<file path="src/rtl/fluxo_dados_exp7.sv">
// fluxo_dados_exp7: memory-game datapath with address/round/timeout/display counters,
// move register, resettable 16x4 move memory and button-press edge detection.
module fluxo_dados_exp7 #(
   parameter int TIMEOUT   = 5000,
   parameter int TEMPO_LED = 1000
) (
   input  logic       clock,
   input  logic       reset,
   input  logic       zeraE,
   input  logic       contaE,
   input  logic       zeraRod,
   input  logic       contaRod,
   input  logic       zeraT,
   input  logic       contaT,
   input  logic       zeraP,
   input  logic       contaP,
   input  logic       zeraR,
   input  logic       registraR,
   input  logic       we,
   input  logic       sinal_led,
   input  logic [3:0] botoes,
   output logic       fimE,
   output logic       fimRod,
   output logic       fimT,
   output logic       fimP,
   output logic       jogada,
   output logic       igual,
   output logic       enderecoIgualRodada,
   output logic [3:0] leds,
   output logic [3:0] db_contagem,
   output logic [3:0] db_rodada,
   output logic [3:0] db_jogada,
   output logic [3:0] db_memoria
);
   localparam int TW = TIMEOUT > 1 ? $clog2(TIMEOUT) : 1;
   localparam int PW = TEMPO_LED > 1 ? $clog2(TEMPO_LED) : 1;
   localparam logic [TW-1:0] tMax = TW'(TIMEOUT - 1);
   localparam logic [PW-1:0] pMax = PW'(TEMPO_LED - 1);
   localparam logic [63:0] memInit = 64'h4188_4422_1124_8421;

   logic [3:0] e, rod, r, memOut;
   logic [TW-1:0] t;
   logic [PW-1:0] p;
   logic prevPress, press;
   logic [3:0] mem [16];

   always_ff @(posedge clock or posedge reset)
      if (reset) begin
         e <= '0;
         rod <= '0;
         t <= '0;
         p <= '0;
         r <= '0;
         prevPress <= 1'b0;
      end else begin
         e <= zeraE ? 4'd0 : contaE ? e + 4'd1 : e;
         rod <= zeraRod ? 4'd0 : contaRod ? rod + 4'd1 : rod;
         t <= zeraT ? '0 : (contaT && t != tMax) ? t + TW'(1) : t;
         p <= zeraP ? '0 : (contaP && p != pMax) ? p + PW'(1) : p;
         r <= zeraR ? 4'd0 : registraR ? botoes : r;
         prevPress <= press;
      end

   // Memory reloads the fixed opening sequence so every game starts identically
   always_ff @(posedge clock or posedge reset)
      if (reset)
         for (int i = 0; i < 16; i++) mem[i] <= memInit[4*i +: 4];
      else if (we)
         mem[e] <= r;

   assign press = |botoes;
   assign memOut = mem[e];
   assign fimE = e == 4'd15;
   assign fimRod = rod == 4'd15;
   assign fimT = t == tMax;
   assign fimP = p == pMax;
   assign jogada = press & ~prevPress;
   assign igual = r == memOut;
   assign enderecoIgualRodada = e == rod;
   assign leds = sinal_led ? memOut : botoes;
   assign db_contagem = e;
   assign db_rodada = rod;
   assign db_jogada = r;
   assign db_memoria = memOut;
endmodule

</file>
<file path="config.mk">
export PLATFORM = sky130hd
export DESIGN_NAME = fluxo_dados_exp7
export DESIGN_NICKNAME = d
export VERILOG_FILES = /design/src/rtl/fluxo_dados_exp7.sv
export SDC_FILE = /design/constraint.sdc
export NUM_CORES = 1
export LEC_CHECK = 0
export BUFFER_PORTS_ARGS = -buffer_cell sky130_fd_sc_hd__buf_4
export CORE_ASPECT_RATIO = 0.6
export CORE_UTILIZATION = 41
export CTS_BUF_LIST = sky130_fd_sc_hd__clkbuf_16
export DETAILED_ROUTE_END_ITERATION = 8
export PLACE_DENSITY_LB_ADDON = 0.3
export SYNTH_ARGS = -nofsm -noshare
export SYNTH_HDL_FRONTEND = slang
export SYNTH_SLANG_ARGS = --single-unit
</file>
<file path="constraint.sdc">
create_clock -name clock -period 3.6 [get_ports clock]
set_input_delay 0.72 -clock clock [delete_from_list [all_inputs] [get_ports clock]]
set_output_delay 0.72 -clock clock [all_outputs]
set_load 0.01 [all_outputs]
</file>
==> reports/qor.yml <==
critical_path_peak_fanout: 11
r2r-start: "db_contagem[3]$_DFFE_PP0P_"
drtAntennaViolNets: 0
power_frac_seq_pct: 47.0
port-buffer-count: 44
timing.final.crit_share_pct: 96.87
via_per_inst: 5.507
gp_congestion: 0.8309
swShare_pct: 24.96
dieArea_mm2: 0.01280
synth_edf_count: 0
coreArea_mm2: 0.01202
ctsResizeCount: 0
numClockSinks: 100
async_flop_share_pct: 100.0
grt_max_degree: 52
postLayoutCoreUtil_pct: 49.20
start_kind: "register"
final_nets: 486
synth_most_common_cell: "dfrtp_1"
r2r_slack_ns: 1.41
grt_pass1_wl_mm: 18.84
drtIter0Drc: 236
hp-class: "in2async"
end_kind: "output pin"
netlist_area_mm2: 0.005060
status: "completed"
dpl.hpwl_mm: 8.176
clock_latency_ns: 0.35
path_clk_slew_ns: 0.07
comb_power_share_pct: 13.6
cts_tree: "built"
die_width_um: 145.4
yosysSeqAreaShare_pct: 49.85
p_clk_share_pct: 39.4
p_leak_nw: 2.687
grt-ovfl-total: 0
syn_to_final_growth_pct: 16.91
synthMuxAreaShare_pct: 24.78
tns_ns: 0
relSlewSlack_pct: 36.46
setup_viol: 0
synth_ff_type: "dfrtp_1"
reg2regPathDepth: 4
max_cap_viol_count: 0
power.net_switching_w: 0.0006530
syn_nets: 441
p_per_area_mw_per_mm2: 442.3
yosysWarnings: 0
drt_pass1_iterations: 4
cts.htree.levels: 3
r2r_end: "mem[23]$_DFFE_PP0P_"
synth_area_leaders: "dfrtp_1 42%, mux2_2 15%, dfstp_2 8.3%"
crit_arrival_ns: 2.77
grt_pass1_vias: 3391
synth_top_area_share_pct: 41.54
vias: 3475
post-cts-setup-buffer-count: 0
synth_top_family_by_area: "multiplexers"
clock_path_buffers: 2
synth.distinct_cells: 41
num_rows: 31
finalWorstSetupSlack_ns: 0.1126
yosys.area.top_type: "dfrtp_1"
pre_cts_ws_ns: 0.4955
path_class: "reg2out"
max_stage_delay_ns: 0.67
track_usage_pct: 19.36
required_ns: 2.88
hold_viol_final: 0
avgRoutedWirePerCell_um: 18.25
antenna_found_initial: 0
synthSimpleGateAreaFrac_pct: 12.96
wirelength_mm: 11.52
path_cells: "buf_4 -> mux4_2 -> mux4_2 -> xor2_1 -> nor4_2 -> buf_4"
synth_common_cells: "84 x dfrtp_1, 69 x mux2_2, 33 x nor2_1, 20 x nand2_1, 18 x xor2_1"
cts-root-buf: "clkbuf_16"
ys_ff_latch: 100
antenna_cells: 0
die_h_um: 88.05
p_int_w: 0.001963
synth_xor_area_share_pct: 5.020
fin_crit_ns: 3.487
layout-drive-gt1-share_pct: 36.48
timing.hold.ws_ns: 0.4560
rsz0062_at_grt: "no"
pin_count: 45
drc: 0
cp_slowest_cell: "dfrtp_1"
fin_skew_ns: 0.01189
peakVddDrop_mv: 0.2540
synth_fa_ha_area_share_pct: 1.731
start_util_pct: 42.08
cts_made_buffers: 9
cts_hold_buf: 0
synth_compound_area_share_pct: 3.116
tightest_slew_ns: 0.9530
fmax_mhz: 286.8
slew_viol_final: 0
n_fill_cell: 1095
syn_inst: 416
avgSynthCellArea_um2: 12.16
## cells by family (layout without fill, tap and decap cells)
logic type	after synthesis	in the layout
xor+xnor	29	29
mux	98	98
flops	100	100
buf+inv	31	81
compound gates	25	25
simple gates	126	126
fa+ha+maj	7	7
## layout by cell type, fill, tap and decap left out, drive strengths merged, types with 2 or more instances in the layout
| cell | count |
|---|---|
| nor4 | 6 |
| mux2i | 15 |
| nand3 | 16 |
| inv | 10 |
| nor2 | 33 |
| and3 | 3 |
| or3 | 8 |
| mux2 | 69 |
| nor4b | 2 |
| a21oi | 5 |
| xor2 | 18 |
| clkbuf | 9 |
| o21ai | 8 |
| dfrtp | 84 |
| nor3 | 9 |
| o31ai | 2 |
| clkinv | 2 |
| bufinv | 2 |
| xnor2 | 11 |
| a31oi | 3 |
| ha | 7 |
| a22oi | 2 |
| mux4 | 14 |
| nor2b | 8 |
| nand2 | 20 |
| dfstp | 16 |
| buf | 57 |
| a311oi | 2 |
| nand4 | 12 |
| and4 | 5 |
## power by group through the flow
stage | clock network, W | logic, W | registers (W)
2_1_floorplan | 0 | 0.000231 | 0.00123
5_1_grt | 0.00110 | 0.000390 | 0.00124
4_1_cts | 0.00105 | 0.000357 | 0.00123
3_5_place_dp | 0 | 0.000355 | 0.00125
6_report | 0.00103 | 0.000356 | 0.00123
3_3_place_gp | 0 | 0.000347 | 0.00125
## per-layer routing
metal / track usage, % / vias to the layer above / wire (um)
met5: 0 / - / 0
met4: 5.455 / 0 / 142
met3: 5.521 / 13 / 884
met2: 27.01 / 106 / 4616
met1: 29.02 / 1761 / 5872
li1: - / 1595 / -
## critical path, delay by kind of cell, from the launching register on
kind,cells,cell delay [ns]
flops,1,0.67
mux,2,1.03
simple gates,1,0.15
buf+inv,2,0.39
xor+xnor,1,0.18
## final cells by class
class / instances / area, um^2 / area share [%]
Clock buffer: 9 / 225.2 / 3.807
Sequential cell: 100 / 2522 / 42.64
Inverter: 8 / 32.53 / 0.5499
Clock inverter: 7 / 92.59 / 1.565
Timing Repair Buffer: 57 / 427.9 / 7.234
Tap cell: 165 / 206.4 / 3.490
Multi-Input combinational cell: 285 / 2409 / 40.71
## metrics by stage
stage	cell area, um^2	total power [W]	cells
5_1_grt	5916	0.002732	631
6_report	5916	0.002616	631
4_1_cts	5916	0.002637	631
3_3_place_gp	5598	0.001596	615
3_5_place_dp	5598	0.001606	615
2_1_floorplan	5060	0.001462	416
## worst max-delay path by stage
stage	from	endpoint	slack, ns	cells after the start
6_report	db_contagem[2]$_DFFE_PP0P_	igual	0.11	6
5_1_grt	db_contagem[2]$_DFFE_PP0P_	igual	0.0003	6
4_1_cts	db_contagem[2]$_DFFE_PP0P_	igual	0.11	6
3_5_place_dp	db_contagem[2]$_DFFE_PP0P_	igual	0.50	6
3_3_place_gp	db_contagem[2]$_DFFE_PP0P_	igual	0.51	6
2_1_floorplan	reset	db_contagem[0]$_DFFE_PP0P_	0.29	1
## sequential cells by signal (all words and copies together) (netlist names)
signal,cells
mem,64
p,10
db_jogada,4
db_rodada,4
t,13
prevPress,1
db_contagem,4
Power figures use the tool's default switching activity.
